`config.mk`:
```
export PLATFORM = sky130hd
export DESIGN_NAME = dm_access_ctrl_flat
export DESIGN_NICKNAME = d
export VERILOG_FILES = /design/src/rtl/dm_access_ctrl_pkg.sv /design/src/rtl/dm_access_ctrl_if.sv /design/src/rtl/dm_access_ctrl_ld_extend.sv /design/src/rtl/dm_access_ctrl.sv /design/src/flat_wrapper.sv
export SDC_FILE = /design/constraint.sdc
export NUM_CORES = 1
export LEC_CHECK = 0
export CAP_MARGIN = 20
export CORE_MARGIN = 2
export CORE_UTILIZATION = 49
export CTS_CLUSTER_SIZE = 25
export DETAILED_ROUTE_END_ITERATION = 8
export PLACE_DENSITY = 0.94
export SLEW_MARGIN = 5
export SYNTH_ARGS = -nofsm -noshare
export SYNTH_HDL_FRONTEND = slang
export SYNTH_SLANG_ARGS = --single-unit
```
`constraint.sdc`:
```
create_clock -name clk -period 9.6 [get_ports clk]
set_clock_uncertainty 0.1 [all_clocks]
set_input_delay 1.92 -clock clk [delete_from_list [all_inputs] [get_ports clk]]
set_output_delay 1.92 -clock clk [all_outputs]
set_load 0.02 [all_outputs]
```
`src/rtl/dm_access_ctrl_pkg.sv`:
```
// dm_pkg: shared definitions for the data-memory access controller.
// Holds the memory access type codes, the controller state encoding, the
// default bus timeout and a helper that folds unused load codes onto word.
package dm_pkg;

    // Access type codes as presented on mem_type
    localparam logic [2:0] MT_W  = 3'b000;
    localparam logic [2:0] MT_B  = 3'b001;
    localparam logic [2:0] MT_BU = 3'b010;
    localparam logic [2:0] MT_H  = 3'b011;
    localparam logic [2:0] MT_HU = 3'b100;

    // Controller state encoding
    localparam logic [1:0] ST_IDLE = 2'd0;
    localparam logic [1:0] ST_REQ  = 2'd1;
    localparam logic [1:0] ST_DONE = 2'd2;

    // REQ cycles without bus_ack before a bus error is raised
    localparam int DEFAULT_TIMEOUT = 255;

    // Load codes above MT_HU have no meaning of their own and behave as word
    function automatic logic [2:0] load_type(input logic [2:0] t);
        return (t > MT_HU) ? MT_W : t;
    endfunction

endpackage

```
`src/rtl/dm_access_ctrl_if.sv`:
```
// dm_bus_if: req/ack handshake towards the variable-latency data memory.
// Ports:
//   bus_req   transaction request (controller -> memory)
//   bus_we    write strobe
//   bus_addr  word-aligned byte address
//   bus_be    byte enables
//   bus_wdata lane-replicated store data
//   bus_ack   transaction complete (memory -> controller)
//   bus_rdata read data, valid with bus_ack on a read
interface dm_bus_if;
    logic        bus_req;
    logic        bus_we;
    logic [31:0] bus_addr;
    logic [3:0]  bus_be;
    logic [31:0] bus_wdata;
    logic        bus_ack;
    logic [31:0] bus_rdata;

    modport master (
        output bus_req, bus_we, bus_addr, bus_be, bus_wdata,
        input  bus_ack, bus_rdata
    );

    modport slave (
        input  bus_req, bus_we, bus_addr, bus_be, bus_wdata,
        output bus_ack, bus_rdata
    );
endinterface

```
`src/rtl/dm_access_ctrl_ld_extend.sv`:
```
// ld_extend: combinational lane select and sign/zero extension of a load.
// Ports:
//   ld_type  access type (already folded so that 101..111 read as word)
//   addr_lo  byte offset of the access inside the word
//   raw      32-bit word returned by the memory
//   result   extended load value
module ld_extend
    import dm_pkg::*;
(
    input  logic [2:0]  ld_type,
    input  logic [1:0]  addr_lo,
    input  logic [31:0] raw,
    output logic [31:0] result
);

    logic [7:0]  byte_lane;
    logic [15:0] half_lane;

    // Pick the addressed byte and halfword out of the word
    always_comb begin
        byte_lane = raw[7:0];
        case (addr_lo)
            2'd0: byte_lane = raw[7:0];
            2'd1: byte_lane = raw[15:8];
            2'd2: byte_lane = raw[23:16];
            2'd3: byte_lane = raw[31:24];
            default: byte_lane = raw[7:0];
        endcase
        half_lane = addr_lo[1] ? raw[31:16] : raw[15:0];
    end

    // Extend the selected lane according to the access type
    always_comb begin
        result = raw;
        case (ld_type)
            MT_B:    result = {{24{byte_lane[7]}}, byte_lane};
            MT_BU:   result = {24'd0, byte_lane};
            MT_H:    result = {{16{half_lane[15]}}, half_lane};
            MT_HU:   result = {16'd0, half_lane};
            default: result = raw;
        endcase
    end

endmodule

```
`src/rtl/dm_access_ctrl.sv`:
```
// dm_access_ctrl: MEM-stage controller between the pipeline and a
// variable-latency data-memory bus.
// Ports:
//   clk, reset         clock (rising edge) and asynchronous active-high reset
//   mem_valid/we/type  MEM-stage access request, direction and size/sign
//   mem_addr/wdata     byte address and store data
//   stall              hold the pipeline while a transaction is outstanding
//   ld_data/ld_valid   registered extended load result and its one-cycle pulse
//   exc_adel/exc_ades  combinational load/store address exceptions
//   exc_bus            one-cycle pulse on bus timeout
//   bus                req/ack memory bus (master side)
module dm_access_ctrl
    import dm_pkg::*;
#(
    parameter int TIMEOUT = DEFAULT_TIMEOUT,
    parameter int CNT_W   = 8
) (
    input  logic        clk,
    input  logic        reset,
    input  logic        mem_valid,
    input  logic        mem_we,
    input  logic [2:0]  mem_type,
    input  logic [31:0] mem_addr,
    input  logic [31:0] mem_wdata,
    output logic        stall,
    output logic [31:0] ld_data,
    output logic        ld_valid,
    output logic        exc_adel,
    output logic        exc_ades,
    output logic        exc_bus,
    dm_bus_if.master    bus
);

    logic [1:0]       state;
    logic [CNT_W-1:0] count;
    logic [2:0]       lat_type;
    logic [1:0]       lat_lo;
    logic             lat_we;

    logic [2:0]  eff_type;
    logic        misaligned;
    logic        store_illegal;
    logic        bad_access;
    logic        in_idle;
    logic        accept;
    logic [3:0]  next_be;
    logic [31:0] next_wdata;
    logic [31:0] ext_data;

    // Classify the presented access: stores keep their raw code so illegal
    // codes can be caught, loads fold unused codes onto word.
    always_comb begin
        eff_type      = mem_we ? mem_type : load_type(mem_type);
        misaligned    = 1'b0;
        case (eff_type)
            MT_W:        misaligned = |mem_addr[1:0];
            MT_H, MT_HU: misaligned = mem_addr[0];
            default:     misaligned = 1'b0;
        endcase
        store_illegal = mem_we && !(mem_type inside {MT_W, MT_B, MT_H});
        bad_access    = misaligned || store_illegal;
    end

    // Exceptions and stall are only meaningful for a new access in IDLE;
    // in DONE the held mem_valid belongs to the instruction just completed.
    always_comb begin
        in_idle  = (state == ST_IDLE);
        accept   = in_idle && mem_valid && !bad_access;
        exc_adel = in_idle && mem_valid && !mem_we && bad_access;
        exc_ades = in_idle && mem_valid && mem_we && bad_access;
        stall    = accept || (state == ST_REQ);
    end

    // Byte enables and lane replication so the memory can write any lane
    // straight from bus_wdata without its own shifter.
    always_comb begin
        next_be    = 4'b1111;
        next_wdata = mem_wdata;
        if (mem_we) begin
            case (mem_type)
                MT_B: begin
                    next_be    = 4'b0001 << mem_addr[1:0];
                    next_wdata = {4{mem_wdata[7:0]}};
                end
                MT_H: begin
                    next_be    = mem_addr[1] ? 4'b1100 : 4'b0011;
                    next_wdata = {2{mem_wdata[15:0]}};
                end
                default: begin
                    next_be    = 4'b1111;
                    next_wdata = mem_wdata;
                end
            endcase
        end
    end

    ld_extend u_ld_extend (
        .ld_type (lat_type),
        .addr_lo (lat_lo),
        .raw     (bus.bus_rdata),
        .result  (ext_data)
    );

    // Transaction FSM. The exc_bus register doubles as the error flag of the
    // completed transaction: it is set on the REQ->DONE edge only when the
    // timeout fired, so it is high exactly for the DONE cycle.
    always_ff @(posedge clk or posedge reset) begin
        if (reset) begin
            state         <= ST_IDLE;
            count         <= '0;
            lat_type      <= MT_W;
            lat_lo        <= 2'd0;
            lat_we        <= 1'b0;
            bus.bus_req   <= 1'b0;
            bus.bus_we    <= 1'b0;
            bus.bus_addr  <= '0;
            bus.bus_be    <= '0;
            bus.bus_wdata <= '0;
            ld_data       <= '0;
            ld_valid      <= 1'b0;
            exc_bus       <= 1'b0;
        end else begin
            ld_valid <= 1'b0;
            exc_bus  <= 1'b0;
            case (state)
                ST_IDLE: begin
                    if (accept) begin
                        lat_type      <= eff_type;
                        lat_lo        <= mem_addr[1:0];
                        lat_we        <= mem_we;
                        bus.bus_req   <= 1'b1;
                        bus.bus_we    <= mem_we;
                        bus.bus_addr  <= {mem_addr[31:2], 2'b00};
                        bus.bus_be    <= next_be;
                        bus.bus_wdata <= next_wdata;
                        count         <= '0;
                        state         <= ST_REQ;
                    end
                end
                ST_REQ: begin
                    if (bus.bus_ack) begin
                        bus.bus_req <= 1'b0;
                        if (!lat_we) begin
                            ld_data  <= ext_data;
                            ld_valid <= 1'b1;
                        end
                        state <= ST_DONE;
                    end else if (count == CNT_W'(TIMEOUT - 1)) begin
                        bus.bus_req <= 1'b0;
                        ld_data     <= '0;
                        exc_bus     <= 1'b1;
                        state       <= ST_DONE;
                    end else begin
                        count <= count + 1'b1;
                    end
                end
                ST_DONE: begin
                    state <= ST_IDLE;
                end
                default: begin
                    state <= ST_IDLE;
                end
            endcase
        end
    end

endmodule

```
`src/flat_wrapper.sv`:
```
// flat-port wrapper written by rule: the top's interface ports become plain ports
module dm_access_ctrl_flat import dm_pkg::*;
#(
    parameter int TIMEOUT = DEFAULT_TIMEOUT,
    parameter int CNT_W   = 8
)
  (clk, reset, mem_valid, mem_we, mem_type, mem_addr, mem_wdata, stall, ld_data, ld_valid, exc_adel, exc_ades, exc_bus, bus_bus_req, bus_bus_we, bus_bus_addr, bus_bus_be, bus_bus_wdata, bus_bus_ack, bus_bus_rdata);
  dm_bus_if bus_i ();
  input  logic clk;
  input  logic reset;
  input  logic mem_valid;
  input  logic mem_we;
  input  logic [2:0] mem_type;
  input  logic [31:0] mem_addr;
  input  logic [31:0] mem_wdata;
  output logic stall;
  output logic [31:0] ld_data;
  output logic ld_valid;
  output logic exc_adel;
  output logic exc_ades;
  output logic exc_bus;
  output wire logic [$bits(bus_i.bus_req)-1:0] bus_bus_req;
  output wire logic [$bits(bus_i.bus_we)-1:0] bus_bus_we;
  output wire logic [$bits(bus_i.bus_addr)-1:0] bus_bus_addr;
  output wire logic [$bits(bus_i.bus_be)-1:0] bus_bus_be;
  output wire logic [$bits(bus_i.bus_wdata)-1:0] bus_bus_wdata;
  input wire logic [$bits(bus_i.bus_ack)-1:0] bus_bus_ack;
  input wire logic [$bits(bus_i.bus_rdata)-1:0] bus_bus_rdata;
  assign bus_bus_req = bus_i.bus_req;
  assign bus_bus_we = bus_i.bus_we;
  assign bus_bus_addr = bus_i.bus_addr;
  assign bus_bus_be = bus_i.bus_be;
  assign bus_bus_wdata = bus_i.bus_wdata;
  assign bus_i.bus_ack = bus_bus_ack;
  assign bus_i.bus_rdata = bus_bus_rdata;
  dm_access_ctrl #(.TIMEOUT(TIMEOUT), .CNT_W(CNT_W)) u_core (.clk(clk), .reset(reset), .mem_valid(mem_valid), .mem_we(mem_we), .mem_type(mem_type), .mem_addr(mem_addr), .mem_wdata(mem_wdata), .stall(stall), .ld_data(ld_data), .ld_valid(ld_valid), .exc_adel(exc_adel), .exc_ades(exc_ades), .exc_bus(exc_bus), .bus(bus_i));
endmodule
```
# [Yosys cells after proc, flatten, opt, wreduce, memory -nomap -nowiden]
# Cells that the tools add are included.
[totals] ff_bits=117 in_bits=104 output_inout_bits=107 elab_cells=91
[op_classes] n_eq_ne=18 shifts=1 order_cmp=1 n_reduce_logical=26 addsub=1 muxes=32
[ops] cell="32-bit 2-to-1 mux" n=4
[ops] cell="32-bit case mux with 4 select lines" n=1
[ops] cell="32-bit case mux with 2 select lines" n=1
[ops] cell="8-bit case mux with 4 select lines" n=1
[ops] cell="8-bit 2-to-1 mux" n=3
[ops] cell="16-bit 2-to-1 mux" n=1
[ops] cell="8-bit case mux with 2 select lines" n=1
[ops] cell="3-bit by 2-bit == test with 1-bit output (second input constant)" n=4
[ops] cell="1-bit 2-to-1 mux" n=9
[ops] cell="8-bit by 1-bit adder with 8-bit output (second input constant)" n=1
[ops] cell="8-bit == test (second input constant)" n=1
[ops] cell="4-bit 2-to-1 mux" n=2
[ops] cell="2-bit inequality test (second input constant)" n=4
[ops] cell="4-bit case mux with 2 select lines" n=1
[ops] cell="1-bit logical AND" n=7
[ops] cell="3-bit by 1-bit == test with 1-bit output (second input constant)" n=2
[ops] cell="3-bit == test (second input constant)" n=2
[ops] cell="3-bit logical NOT" n=2
[ops] cell="2-bit 2-to-1 mux" n=3
[ops] cell="3-bit 2-to-1 mux" n=2
[ops] cell="3-bit AND reduction" n=2
[ops] cell="2-bit by 1-bit == test with 1-bit output (second input constant)" n=2
[ops] cell="2-bit == test (second input constant)" n=2
[ops] cell="2-bit logical NOT" n=2
[ops] cell="12 further kinds" n=19

# [Depth between registers and ports, before layout]
[depth] depth_word=11 mapped_depth=8 ltp_nobuf=6

# [By module]
# A second synthesis with hierarchy kept.
[unflattened] cells_unflattened=484 hier_area_um2=5816.8
[by_module_without_submodules] mod="dm_access_ctrl" cells_per_inst=385 n_inst=1 seq_area_each_um2=2927.8 area_each_um2=4933.5
[by_module_without_submodules] mod="ld_extend" cells_per_inst=99 n_inst=1 seq_area_each_um2=0.0 area_each_um2=883.3

# [Least setup slack after synthesis]
# OpenSTA, ideal clock, no wires.
[synth_timing] kind="input port to output port" from="input port mem_type[0]" to="output port exc_adel" cell_stages=4 path_buffers=1 t_arrival_ns=3.350 path_slack_ns=4.230 path_cell_list="buf_4 > o21bai_1 > a221o_1 > nor4_1"
[synth_between] elab_chain_len=8 word_cells_on_any_way=16
[synth_lines] item="start: declaration" line="flat_wrapper.sv:13" source="input logic [2:0] mem_type;"
[synth_lines] item="3-bit greater-than comparator" line="dm_access_ctrl_pkg.sv:23" source="return (t > MT_HU) ? MT_W : t;"
[synth_lines] item="3-bit 2-to-1 mux" line="dm_access_ctrl_pkg.sv:23"
[synth_lines] item="3-bit 2-to-1 mux" line="dm_access_ctrl.sv:53" source="eff_type = mem_we ? mem_type : load_type(mem_type);"
[synth_lines] item="3-bit by 2-bit == test with 1-bit output or 3-bit == test (tied branches)" line="dm_access_ctrl.sv:55" source="case (eff_type)"
[synth_lines] item="2-bit OR reduction" line="dm_access_ctrl.sv:55"
[synth_lines] item="1-bit case mux with 2 select lines" line="dm_access_ctrl.sv:55"
[synth_lines] item="1-bit logical OR (*)" line="dm_access_ctrl.sv:61" source="bad_access = misaligned || store_illegal;"
[synth_lines] item="1-bit logical AND (*)" line="dm_access_ctrl.sv:69" source="exc_adel = in_idle && mem_valid && !mem_we && bad_access;"
[synth_lines] item="end: declaration" line="flat_wrapper.sv:19" source="output logic exc_adel;"
# Mark *: on every way between the ends. The rest lies on a longest branch, timed or not.

# [Worst setup path in the final report]
[layout_timing] from="input port mem_type[1]" to="output port stall"
[layout_between] elab_chain_len=10 word_cells_on_any_way=18
[layout_lines] item="3-bit greater-than comparator" line="dm_access_ctrl_pkg.sv:23"
[layout_lines] item="3-bit 2-to-1 mux" line="dm_access_ctrl_pkg.sv:23"
[layout_lines] item="3-bit 2-to-1 mux" line="dm_access_ctrl.sv:53"
[layout_lines] item="3-bit by 2-bit == test with 1-bit output or 3-bit == test (tied branches)" line="dm_access_ctrl.sv:55"
[layout_lines] item="2-bit OR reduction" line="dm_access_ctrl.sv:55"
[layout_lines] item="1-bit case mux with 2 select lines" line="dm_access_ctrl.sv:55"
[layout_lines] item="1-bit logical OR (*)" line="dm_access_ctrl.sv:61"
[layout_lines] item="1-bit logical NOT (*)" line="dm_access_ctrl.sv:68" source="accept = in_idle && mem_valid && !bad_access;"
[layout_lines] item="1-bit logical AND (*)" line="dm_access_ctrl.sv:68"
[layout_lines] item="1-bit logical OR (*)" line="dm_access_ctrl.sv:71" source="stall = accept || (state == ST_REQ);"
[layout_lines] item="end: declaration" line="flat_wrapper.sv:16" source="output logic stall;"
# Marked as above.

==> impl_results.md <==
* Vias in the first global route at between 5,000 and 6,000
* WS Path Type: input pin to primary output
* Chip width at 115 µm
* Post-synth cell types at 59
* CTS Sinks at 117
* Startpoint types: input pin
* Area leader, netlist: dfrtp_1
* Power Density at 296 nW/µm²
* IO Count at 211
* HP Class: flip-flop to flip-flop
* Post-CTS Setup Inserts at 0
* Layout cell share with drive strength beyond 1 at 14.3%
* Final core utilization at slightly above 70%
* Largest net degree at the start of global routing at a little under 90
* RR Endpoint: u_core.ld_data[15]
* Setup TNS Final at 0 ns
* LEAKAGE at 3.63 nW
* Share of the synthesized area in the top cell type at 48.9%
* Relative slew slack at roughly a third
* Vias at 5,114
* Delay-heaviest family, CP: buffers and inverters
* Post-DR wirelength/cell at between 15 and 20 µm
* Commonest non-fill, non-tap cell in the layout: clkdlybuf4s50_1
* CP endpoint kind: primary output
* Pre-CTS setup slack at 2.68 ns
* Final period util at between 70% and 80%
* Register area share after synthesis at 48.9%
* Port bufs at 208
* DRT iter0 DRCs at 368
* Synthesis-to-layout area growth at 44.8%
* Outcome: complete, no violations
* Hold Path Sink: u_core.bus.bus_req
* Final Hold Fails at 0
* CTS tree: yes
* Worst Setup Slack, final at about 2.7 ns
* WL final at 17.3 mm
* FF-to-FF path depth at 6
* Slew Limit Fails at 0
* WP buf/inv at 2
* Detail Route Antenna Nets at 0
* Synth warn at 0
* Initial Util at 50.0%
* FF+latch count, synth at about 120
* Maximum VDD drop at 162 µV
* Vias per cell at slightly below 6
* Final setup viols at 0
* Num rows at 40
* RR Startpoint: u_core.count[0]
* Post-Syn Instances at 520
* Most frequent cells in the layout: clkdlybuf4s50_1 (208), dfrtp_1 (117), nor2_1 (41)
* Final-stage net count at 821
* Final min period at 6.93 ns
* Core Area at around 12,000 µm²
* Setup slack, reg-to-reg at 7.07 ns
* Main synth FF type: dfrtp_1
* # hold bufs at CTS at 0
* CTS buffer count at 17
* CP Max Fanout at 25
* Synth area leaders: dfrtp_1 (49%), mux2_4 (10%), mux2i_1 (3.5%), mux2_2 (3.0%), a221o_1 (2.7%)
* Inserted Diodes at 0
* Gr usage total at 26.6%
* Total Power at around 2.6 mW
* Die Area at 13,100 µm²
* Worst Hold Launch: u_core.bus.bus_req
* CTS root buf: clkbuf_16
* Grt total ovfl at 0
* Clock-pin slew on the worst setup and hold paths at 0.05 ns
* WP data arrival at 4.91 ns
* Slowest-stage cell, CP: clkdlybuf4s50_1
* Max Cap Viol at 0
* Worst EP required at about 7.6 ns
* Peak per-stage delay on the critical path at 0.99 ns
* Post-synth EDFFs at 0
* RSZ-0062 raised after global routing: false
* Crit-path cells: clkdlybuf4s50_1 -> o21bai_1 -> a221o_1 -> o21ai_4 -> nand2_1 -> clkdlybuf4s50_1
* Hold Crit Depth at 1
* H-tree depth at 4
* Mean Syn Cell Area at between 10 and 15 µm²
* Die Ht at 115 µm
* Critical Path Most Common Cell: clkdlybuf4s50_1
* Synth async-reset ratio at 100%
* Global-route wire length before repair at 27.1 mm
* CTS-repair resized insts at 0
* TritonRoute pass-1 iters at 5
* Initial antenna violation count at 0
* Dpl hpwl at around 12 mm
* GP Congestion at 0.856
* Clock Latency Late Sink at 0.41 ns
* Synthesized area at 5990 µm²
* Max Fclk at between 100 and 150 MHz
* Residual DRC at 0
* Tightest Pin Transition at 0.972 ns
* Deepest clock path buffer count at 2
* Hold WS at 0.380 ns
cells in the mapped netlist (all sizes together), types with 2 or more instances:
library cell and instances:
nand4bb 2, dfrtp 117, a22o 7, nor2b 2
o21ai 20, inv 14, nand3 15, a21oi 14
o21bai 2, nor3 17, clkbuf 11, nor4 2
nor2 41, ha 2, nand4 2, o211ai 10
a21boi 2, nand2 37, o221ai 2, a31o 2
o2bb2ai 17, nand2b 12, a221o 16, o22ai 4
nand3b 8, buf 27, o21a 4, xnor2 5
and2 2, nor3b 4, mux2i 21, a32oi 7
mux2 56, or3 2
worst max-delay path by stage:
stage / slack [ns] / end / from / cells after the start
final: 2.67 / stall / mem_type[1] / 6
after global routing: 2.50 / stall / mem_type[1] / 6
after CTS: 2.69 / stall / mem_type[1] / 6
after detailed placement: 2.68 / stall / mem_type[1] / 6
after global placement: 2.79 / stall / mem_type[1] / 6
after floorplan: 4.23 / exc_adel / mem_type[0] / 4
where the power goes:
group          internal, mW  switching (mW)  leakage [nW]
Combinational         0.571           0.532          1.92
Clock                 0.418           0.218         0.288
Sequential            0.680           0.148          1.42
Total                  1.67           0.898          3.63
area by class of cell:
type,count,area (µm²)
Timing Repair Buffer,213,2140
Fill cell,836,3290
Clock inverter,10,130
Multi-Input combinational cell,352,2780
Inverter,14,55.1
Clock buffer,21,460
Tap cell,147,184
Sequential cell,117,2930
registers in the layout, summed over array words and instances (netlist names):
name / count
u_core.bus.bus_be: 4
u_core.bus.bus_we: 1
u_core.exc_bus: 1
u_core.bus.bus_addr: 30
u_core.lat_type: 3
u_core.bus.bus_wdata: 32
u_core.count: 8
u_core.bus.bus_req: 1
u_core.state: 2
u_core.lat_lo: 2
u_core.ld_data: 32
u_core.ld_valid: 1
metrics by stage:
| step | cell area (µm²) | std cells |
|---|---|---|
| 2_1_floorplan | 5990 | 521 |
| 3_3_place_gp | 8050 | 841 |
| 3_5_place_dp | 8050 | 841 |
| 4_1_cts | 8640 | 872 |
| 5_1_grt | 8670 | 874 |
| 6_report | 8670 | 874 |
cell families (layout without fill, tap and decap cells):
logic type	Yosys count	count (layout)	share of synthesized area [%]
flip-flops	117	117	48.9
buffers and inverters	52	258	4.79
adder cells (fa/ha/maj)	3	3	0.585
other	1	2	0.0626
AO/OA/AOI/OAI	113	113	15.2
XOR/XNOR	5	5	0.732
multiplexers	78	78	16.9
AND/OR/NAND/NOR	151	151	12.8
per-layer routing:
metal | global-route usage, % | share of wire [%]
met5 | 0 | 0
met4 | 10.0 | 2.5
met3 | 7.31 | 8.1
met2 | 44.2 | 49
met1 | 33.0 | 40
(Power assumes the default switching activity.)
